`src/rtl/aes_xram_arb.sv`:
```
// Two-master (oc8051 CPU, AES unit) round-robin arbiter onto the shared XRAM port; CPU hits in the AES MMIO window are filtered.
// Optional ack timeout with sticky arb_err is enabled by defining AES_XRAM_ARB_TIMEOUT_EN.
module aes_xram_arb #(
  parameter logic [15:0] MMIO_BASE = 16'hff00,
  parameter logic [15:0] MMIO_END  = 16'hff30
`ifdef AES_XRAM_ARB_TIMEOUT_EN
  , parameter logic [7:0] TIMEOUT  = 8'd64
`endif
) (
  input  logic        clk,
  input  logic        rst,
  input  logic [15:0] cpu_addr,
  input  logic [7:0]  cpu_data_in,
  input  logic        cpu_wr,
  input  logic        cpu_stb,
  output logic [7:0]  cpu_data_out,
  output logic        cpu_ack,
  input  logic [15:0] aes_addr,
  input  logic [7:0]  aes_data_in,
  input  logic        aes_wr,
  input  logic        aes_stb,
  output logic [7:0]  aes_data_out,
  output logic        aes_ack,
  output logic [15:0] xram_addr,
  output logic [7:0]  xram_data_out,
  output logic        xram_wr,
  output logic        xram_stb,
  input  logic [7:0]  xram_data_in,
  input  logic        xram_ack,
  output logic        arb_err
);

  typedef enum logic [1:0] {IDLE, GNT_CPU, GNT_AES} state_t;

  state_t state;
  logic   last_gnt;
  logic   in_win;
  logic   cpu_req;
  logic   aes_req;
  logic   gnt_stb;
  logic   tmo;

  assign in_win  = (cpu_addr >= MMIO_BASE) && (cpu_addr < MMIO_END);
  assign cpu_req = cpu_stb && !in_win;
  assign aes_req = aes_stb;
  assign gnt_stb = (state == GNT_AES) ? aes_stb : cpu_stb;

`ifdef AES_XRAM_ARB_TIMEOUT_EN
  logic [7:0] wait_cnt;

  assign tmo = (state != IDLE) && gnt_stb && !xram_ack && (wait_cnt == TIMEOUT - 8'd1);

  // Wait counter restarts on every grant; error flag is sticky until reset.
  always_ff @(posedge clk or posedge rst) begin
    if (rst) begin
      wait_cnt <= 8'd0;
      arb_err  <= 1'b0;
    end else begin
      wait_cnt <= (state == IDLE) ? 8'd0 : wait_cnt + 8'd1;
      if (tmo) arb_err <= 1'b1;
    end
  end
`else
  assign tmo     = 1'b0;
  assign arb_err = 1'b0;
`endif

  // Grant FSM: one byte per grant, always back through IDLE to re-arbitrate.
  always_ff @(posedge clk or posedge rst) begin
    if (rst) begin
      state    <= IDLE;
      last_gnt <= 1'b0;
    end else begin
      case (state)
        IDLE: begin
          if (cpu_req && (!aes_req || last_gnt)) state <= GNT_CPU;
          else if (aes_req)                      state <= GNT_AES;
        end
        GNT_CPU, GNT_AES: begin
          if (xram_ack || tmo) begin
            state    <= IDLE;
            last_gnt <= (state == GNT_AES);
          end else if (!gnt_stb) begin
            state <= IDLE;
          end
        end
        default: state <= IDLE;
      endcase
    end
  end

  // Datapath mux; the non-granted master sees zeros.
  always_comb begin
    xram_addr     = 16'h0000;
    xram_data_out = 8'h00;
    xram_wr       = 1'b0;
    xram_stb      = 1'b0;
    cpu_ack       = 1'b0;
    cpu_data_out  = 8'h00;
    aes_ack       = 1'b0;
    aes_data_out  = 8'h00;
    case (state)
      GNT_CPU: begin
        xram_addr     = cpu_addr;
        xram_data_out = cpu_data_in;
        xram_wr       = cpu_wr;
        xram_stb      = cpu_stb && !tmo;
        cpu_ack       = xram_ack || tmo;
        cpu_data_out  = tmo ? 8'hff : xram_data_in;
      end
      GNT_AES: begin
        xram_addr     = aes_addr;
        xram_data_out = aes_data_in;
        xram_wr       = aes_wr;
        xram_stb      = aes_stb && !tmo;
        aes_ack       = xram_ack || tmo;
        aes_data_out  = tmo ? 8'hff : xram_data_in;
      end
      default: ;
    endcase
  end

endmodule

```
`config.mk`:
```
export PLATFORM = sky130hd
export DESIGN_NAME = aes_xram_arb
export DESIGN_NICKNAME = d
export VERILOG_FILES = /design/src/rtl/aes_xram_arb.sv
export SDC_FILE = /design/constraint.sdc
export NUM_CORES = 1
export LEC_CHECK = 0
export ABC_CLOCK_PERIOD_IN_PS = 4100
export CORE_MARGIN = 2
export CORE_UTILIZATION = 28
export CTS_BUF_LIST = sky130_fd_sc_hd__clkbuf_4
export DETAILED_ROUTE_END_ITERATION = 7
export MAX_ROUTING_LAYER = met4
export PLACE_DENSITY_LB_ADDON = 0.08
export SLEW_MARGIN = 20
export SYNTH_ARGS = -nofsm -noshare
export SYNTH_HDL_FRONTEND = slang
export SYNTH_SLANG_ARGS = --single-unit
```
`constraint.sdc`:
```
create_clock -name clk -period 4.1 [get_ports clk]
set_input_delay 0.82 -clock clk [delete_from_list [all_inputs] [get_ports clk]]
set_output_delay 0.82 -clock clk [all_outputs]
set_load 0.1 [all_outputs]
```
# --- After elaboration in Yosys (flattened, before gate mapping) ---
# Cells that the tools add are included.
word_totals:
  regBits: 3
  wordCells: 32
classes:
  n_reduce_logical: 10
  magnitude_cmp: 2
  muxes: 14
  eq_ne: 4
op_table:
  columns: ["operator", "count"]
  rows:
  - ["$pmux 16 s2", 1]
  - ["$ge 16x16->1 const B", 1]
  - ["$lt 16x16->1 const B", 1]
  - ["$mux 8", 2]
  - ["$pmux 8 s2", 1]
  - ["$mux 2", 4]
  - ["$ne 3x3->1 const B", 2]
  - ["$pmux 1 s2", 2]
  - ["$pmux 2 s2", 1]
  - ["$reduce_and 2->1", 2]
  - ["$logic_and 1x1->1", 3]
  - ["$mux 1", 3]
  - ["$eq 2x1->1 const B", 1]
  - ["$eq 2x2->1 const B", 1]
  - ["$logic_not 1->1", 2]
  - ["$logic_not 2->1", 1]
  - ["$reduce_or 2->1", 1]
  - ["$logic_or 1x1->1", 1]

# --- Depth between registers and ports, before layout ---
# Gate-level depths: netlist of run 1.
depth:
  ltp_word: 7
  mapped_depth: 6
  ltp_nobuf: 5

# --- Least setup slack after synthesis of run 1 ---
# OpenSTA, ideal clock, no wires.
synth_timing:
  path_type: "register to output"
  from: "register state[1]"
  to: "output xram_addr[13]"
  t_required_ps: 3280
  setup_slack_ps: 769
  path_buffers: 2
  path_stages_with_launch: 6
  t_arrival_ps: 2511
  path_cell_list: "dfrtp_1 > inv_1 > ha_1 > clkbuf_1 > clkbuf_1 > nor2b_1"
synth_via:
  elab_chain_cells: 2
synth_lines:
  columns: ["item", "line", "source"]
  rows:
  - ["start, declared", "35", "state_t state;"]
  - ["start signal, assigned", "71", "state <= IDLE;"]
  - ["start signal, assigned", "76", "if (cpu_req && (!aes_req || last_gnt)) state <= GNT_CPU;"]
  - ["start signal, assigned", "77", "else if (aes_req) state <= GNT_AES;"]
  - ["$eq 2x2->1 / $eq 2x1->1 (equally long branches)", "102", "case (state)"]
  - ["$pmux 16 s2 *", "102", null]
  - ["end, declared", "24", "output logic [15:0] xram_addr,"]
# Mark *: on every way between the ends. The rest lies on a longest branch, timed or not.

# --- Final worst setup path of run 1 ---
layout_timing:
  from: "register state[0]"
  to: "output aes_ack"
layout_via:
  elab_chain_cells: 2
layout_lines:
  columns: ["item", "line", "source"]
  rows:
  - ["$eq 2x2->1", "102", null]
  - ["$mux 1", "102", null]
  - ["end, declared", "23", "output logic aes_ack,"]
# No other way between the ends.

==> results of run 1 <==
## critical path, delay by kind of cell, from the launching register on
family	cells	cell delay, ns
adders and majority gates	1	0.81
buffers and inverters	3	0.66
DFF	1	0.38
and+or+nand+nor	1	0.14
## layer usage
metal | track usage | up-vias | routed length (µm)
met3 | 0.0264 | 6 | 316
met4 | 0.0797 | 0 | 47
met1 | 0.248 | 532 | 1420
met2 | 0.343 | 64 | 1720
met5 | - | - | 0
li1 | - | 609 | -
## power by group through the flow
stage | Combinational (mW) | Sequential, mW | Clock, mW
after floorplan | 1.22 | 0.0484 | 0
after global placement | 1.51 | 0.0500 | 0
after detailed placement | 1.52 | 0.0503 | 0
after CTS | 1.53 | 0.0500 | 0.0623
after global routing | 1.59 | 0.0525 | 0.0645
final | 1.52 | 0.0501 | 0.0595
## registers in the layout, indices dropped and copies added, names as in the netlist
register and count:
last_gnt 1, state 2
## logic make-up (layout without fill, tap and decap cells)
kind of cell / count (synthesis) / count (layout)
other: 1 / 1
flip-flops: 3 / 3
AO/OA/AOI/OAI: 33 / 33
adder cells (fa/ha/maj): 3 / 3
buffers and inverters: 16 / 117
AND/OR/NAND/NOR: 55 / 55
multiplexers: 2 / 2
## final cells by class
type	instances	area, µm²	share of cell area
clock buffer	4	30.0	0.0166
multi-input combinational	94	682	0.376
inverter	4	15.0	0.00828
tap	31	38.8	0.0214
timing repair buffer	109	973	0.537
sequential	3	75.1	0.0414
## cell usage in the layout, fill, tap and decap left out, drive strengths merged, types with 2 or more instances in the layout
cell	instances
dfrtp	3
clkdlybuf4s50	62
inv	4
ha	3
buf	47
nand2b	3
and2	20
nor4bb	2
nor2b	26
a22oi	26
clkbuf	4
## path summary, 6_finish.rpt
check	start	end	slack, ns	cells after the start
setup / recovery	state[0]$_DFFE_PP0P_	aes_ack	1.04	5
hold / removal	last_gnt$_DFFE_PP0P_	last_gnt$_DFFE_PP0P_	0.49	1
setup reg to reg	state[0]$_DFFE_PP0P_	state[0]$_DFFE_PP0P_	1.89	6
hold reg to reg	last_gnt$_DFFE_PP0P_	last_gnt$_DFFE_PP0P_	0.49	1
max in group asynchronous	rst	state[1]$_DFFE_PP0P_	3.22	2
min in group asynchronous	rst	last_gnt$_DFFE_PP0P_	0.75	2
## cell usage after synthesis, drive strengths merged
master	count
nor4bb	2
a22oi	26
o21ai	1
a32oi	1
buf	5
dfrtp	3
nand2b	3
a22o	1
mux2i	1
nand4b	1
nand2	1
conb	1
clkbuf	7
nor2b	26
mux2	1
inv	4
ha	3
nand4	1
a221oi	1
a2111o	1
a32o	1
and4b	1
and2	20
o2bb2ai	1
## per-stage QoR
step                      power [mW]  cells  setup slack (ns)
after floorplan                 1.26    113             0.769
after global placement          1.56    241              1.35
after detailed placement        1.58    241              1.28
after CTS                       1.64    245              1.03
after global routing            1.70    245             0.857
final                           1.63    245              1.04
==> run summary, run 1 <==
Status = complete, no violations
Rel. slew slack = 0.343
Final Cycle Share = 0.748
# Post-CTS Setup Buffers = 0
Fraction of layout instances using a drive strength above 1 = 0.248
Total nets after synthesis = 179
Critical path's slowest cell = ha_1
Most common cell on crit path = buf_4
Root Driver = clkbuf_4
Fillers = 249
Mapped Area = 826 µm²
Post-route DRC violation count = 0
Largest family of logic cells by synthesized area = simple AND/OR/NAND/NOR gates
Critical-path cell list = inv_1 > ha_1 > buf_4 > and2_1 > buf_4
Vias per Instance = 4.94
P&R area growth vs syn = 120%
Final Cell Area = 1810 µm²
Largest net degree at the start of global routing = 31
Hold Vio Cnt, Final = 0
Clk_lat worst skew = 0.24 ns
First-pass DRT Iterations = 4
Total Wirelength = 3500 µm
Vias = 1211
#FFs+latches synth = 3
Ports = 108
Mux contribution to synthesized area = 0.0258
Core footprint = 2780 µm²
Grt total ovfl = 0
Clock Power Share = 0.037
Post-cts resize count = 0
PwrDens = 898 nW/µm²
Detailed placement HPWL = 2750 µm
FMAX = 326 MHz
Clock buffer depth = 2
Die footprint = 3400 µm²
Register share of total power = 0.031
Mapped Cells = 113
Slowest cell delay on critical path = 0.81 ns
Slew Viols, Final = 0
Combinational group share of total power = 0.933
DP Area = 1780 µm²
# H-tree levels = 1
Worst VDD drop = 0.708 mV
Num CTS Buffers = 3
Final hold slack = 0.494 ns
Clock sinks = 3
Hold-fix buffers, CTS = 0
IO buf count = 106
CP endpoint kind = primary output
GRT Total Usage = 0.205
Least-Margin Pin Slew = 0.986 ns
WS Path Type = reg -> out
Net switching power = 1.15 mW
Gpl congestion = 0.936
Setup TNS = 0 ns
CTS tree = yes
Cell type with the largest total area after synthesis = a22oi_1
Synth top area cells = a22oi_1 (24%), nor2b_1 (20%), and2_1 (15%), dfrtp_1 (9.1%), ha_1 (4.5%)
Initial Util = 0.297
Crit path DAT = 2.24 ns
Register area share after synthesis = 0.0909
Final clock skew = 0.00247 ns
Min cycle time layout = 3.06 ns
Synth Area in Simple Gates = 0.439
Clock-pin transition on the worst setup and hold timing paths = 0.04 ns
First-pass GRT wire length = 5390 µm
# rows = 19
# nets final = 281
Initial antenna violation count = 0
Net switching fraction of the power = 0.706
Min-delay worst type = reg -> reg
Yosys Warn Count = 0
CP Max Fanout = 28
RSZ-0062 raised after global routing = no
Internal power = 0.479 mW
Antenna Cells = 0
Synth Area in XOR/XNOR = 0
Synth Area in Compound Gates = 0.311
Die H = 58.3 µm
Final core occ = 0.652
Final setup viols = 0
CP startpoint kind = register
Chip width = 58.3 µm
Top cell type's share of synthesized area = 0.236
Wire per inst = 14.3 µm
WP data required = 3.28 ns
Max cap viols = 0
Synth unique cells = 26
DR iter-0 viols = 66
Syn avg cell area = 7.31 µm²
Post-synthesis adder-cell area fraction = 0.0455
Vias in the first global route = 1181
P_leak = 0.780 nW
Detail Route Antenna Nets = 0
No activity file was read; power rests on OpenSTA's default activity.
==> run 2, diff against run 1 <==
--- a/config.mk
+++ b/config.mk
@@ -5,9 +5,9 @@
 export SDC_FILE = /design/constraint.sdc
 export NUM_CORES = 1
 export LEC_CHECK = 0
-export ABC_CLOCK_PERIOD_IN_PS = 4100
+export ABC_CLOCK_PERIOD_IN_PS = 2930
 export CORE_MARGIN = 2
-export CORE_UTILIZATION = 28
+export CORE_UTILIZATION = 26
 export CTS_BUF_LIST = sky130_fd_sc_hd__clkbuf_4
 export DETAILED_ROUTE_END_ITERATION = 7
 export MAX_ROUTING_LAYER = met4
==> constraint.sdc (replaced) <==
create_clock -name clk -period 2.93 [get_ports clk]
set_input_delay 0.586 -clock clk [delete_from_list [all_inputs] [get_ports clk]]
set_output_delay 0.586 -clock clk [all_outputs]
set_load 0.1 [all_outputs]
==> run 2 against run 1 <==
  * Clock power increased by 37%
  * Flip-flop and latch count unchanged
  * Worst setup slack got worse by 0.61 ns
  * Routed wire length increased by 16%
  * Clock skew increased by 0.00086 ns
  * Global-route usage increased by 1.2 points
  * Cell count increased by 5.7%
  * Sequential power increased by 41%
  * Largest cell class unchanged
==> run summary, run 2 (synthesis gave the netlist of run 1 again) <==
Fraction of layout instances using a drive strength above 1 = 0.353
Pwr Total = 2.86 mW
IO buf count = 106
Initial antenna violation count = 0
Combinational group share of total power = 0.947
CP endpoint kind = primary output
Chip width = 60.4 µm
Detailed placement HPWL = 3370 µm
Final setup viols = 0
Die footprint = 3640 µm²
Max cap viols = 0
Clock-pin transition on the worst setup and hold timing paths = 0.04 ns
FMAX = 400 MHz
Status = complete, no violations
Clock Power Share = 0.029
Wire per inst = 15.6 µm
Clock sinks = 3
Most frequent cells in the layout = clkdlybuf4s50_1 (62), buf_12 (44), a22oi_1 (26)
Slowest cell delay on critical path = 0.40 ns
Final Cycle Share = 0.854
Clock buffer depth = 2
Slew Viols, Final = 0
DR iter-0 viols = 58
WS Path Type = reg -> out
CP startpoint kind = register
Critical path's slowest cell = dfrtp_1
Detail Route Antenna Nets = 0
Worst VDD drop = 0.609 mV
# nets final = 282
Grt total ovfl = 0
Core footprint = 3030 µm²
Biggest register = state
Vias in the first global route = 1262
PwrDens = 1170 nW/µm²
GRT Total Usage = 0.216
Die H = 60.4 µm
Clk_lat worst skew = 0.23 ns
P&R area growth vs syn = 196%
Biggest regs = state (2), last_gnt (1)
Root Driver = clkbuf_4
Register share of total power = 0.025
Antenna Cells = 0
Net switching power = 1.74 mW
Post-cts resize count = 0
Internal power = 1.12 mW
CP Max Fanout = 27
Final clock skew = 0.00333 ns
Crit path DAT = 1.92 ns
Final hold slack = 0.496 ns
Min cycle time layout = 2.50 ns
Hold Vio Cnt, Final = 0
# Post-CTS Setup Buffers = 0
Hold-fix buffers, CTS = 0
First-pass DRT Iterations = 4
P_leak = 0.933 nW
Initial Util = 0.273
Ports = 108
Post-route DRC violation count = 0
Setup TNS = 0 ns
Total Wirelength = 4040 µm
RSZ-0062 raised after global routing = no
WP data required = 2.34 ns
Vias = 1267
CTS tree = yes
# H-tree levels = 1
Vias per Instance = 4.89
Number of flip-flops in the largest register = 2
First-pass GRT wire length = 5870 µm
Min-delay worst type = reg -> reg
Gpl congestion = 0.768
Net switching fraction of the power = 0.607
Num CTS Buffers = 3
Largest net degree at the start of global routing = 28
Critical-path cell list = inv_1 > ha_1 > buf_4 > a22oi_1 > nor2b_1 > buf_12
Commonest non-fill, non-tap cell in the layout = clkdlybuf4s50_1
# rows = 20
-- run 2: changes by cell type in the layout (fill, tap and decap cells not counted) --
cell and change:
buf_12 +44, nor2b_2 +22, nor2b_1 -22, buf_4 -43
-- run 2: final timing paths --
kind	startpoint	end	slack, ns	depth (start not counted)
max	state[1]$_DFFE_PP0P_	xram_addr[0]	0.43	6
min	last_gnt$_DFFE_PP0P_	last_gnt$_DFFE_PP0P_	0.50	1
max reg2reg	state[1]$_DFFE_PP0P_	state[1]$_DFFE_PP0P_	0.98	6
min reg2reg	last_gnt$_DFFE_PP0P_	last_gnt$_DFFE_PP0P_	0.50	1
max in group asynchronous	rst	last_gnt$_DFFE_PP0P_	2.25	2
min in group asynchronous	rst	state[1]$_DFFE_PP0P_	0.54	2
-- run 2: metal layers --
metal  track usage  vias up  wire [µm]
li1              -      613          -
met1         0.239      574       1480
met2         0.411       76       2180
met3        0.0362        4        345
met4        0.0286        0         30
met5             -        -          0
-- run 2: worst max-delay path, delay by kind of cell (launching register included) --
family | cells | cell delay (ns)
DFF | 1 | 0.40
and+or+nand+nor | 1 | 0.23
buffers and inverters | 3 | 0.63
adders and majority gates | 1 | 0.28
AOI/OAI and AO/OA | 1 | 0.13
-- run 2: area by class of cell --
class	count	area [µm²]
clock buffer	4	30.0
timing repair buffer	110	1530
multi-input combinational	94	737
inverter	4	15.0
sequential	3	75.1
tap	44	55.1
fill	193	584
-- run 2: through the flow --
| stage | area, µm² | instances | util | setup slack (ns) |
|---|---|---|---|---|
| 3_3_place_gp | 2410 | 255 | 0.797 | 0.713 |
| 4_1_cts | 2440 | 259 | 0.807 | 0.389 |
| 2_1_floorplan | 881 | 113 | - | 0.00701 |
| 6_report | 2440 | 259 | 0.807 | 0.428 |
| 5_1_grt | 2440 | 259 | 0.807 | 0.259 |
| 3_5_place_dp | 2410 | 255 | 0.797 | 0.660 |
-- run 2: power groups by stage --
stage	Sequential [mW]	Combinational (mW)	Clock, mW
final	0.0708	2.71	0.0816
after detailed placement	0.0711	2.72	0
after global routing	0.0729	2.80	0.0947
after CTS	0.0706	2.72	0.0860
after global placement	0.0693	2.68	0
after floorplan	0.0677	1.76	0
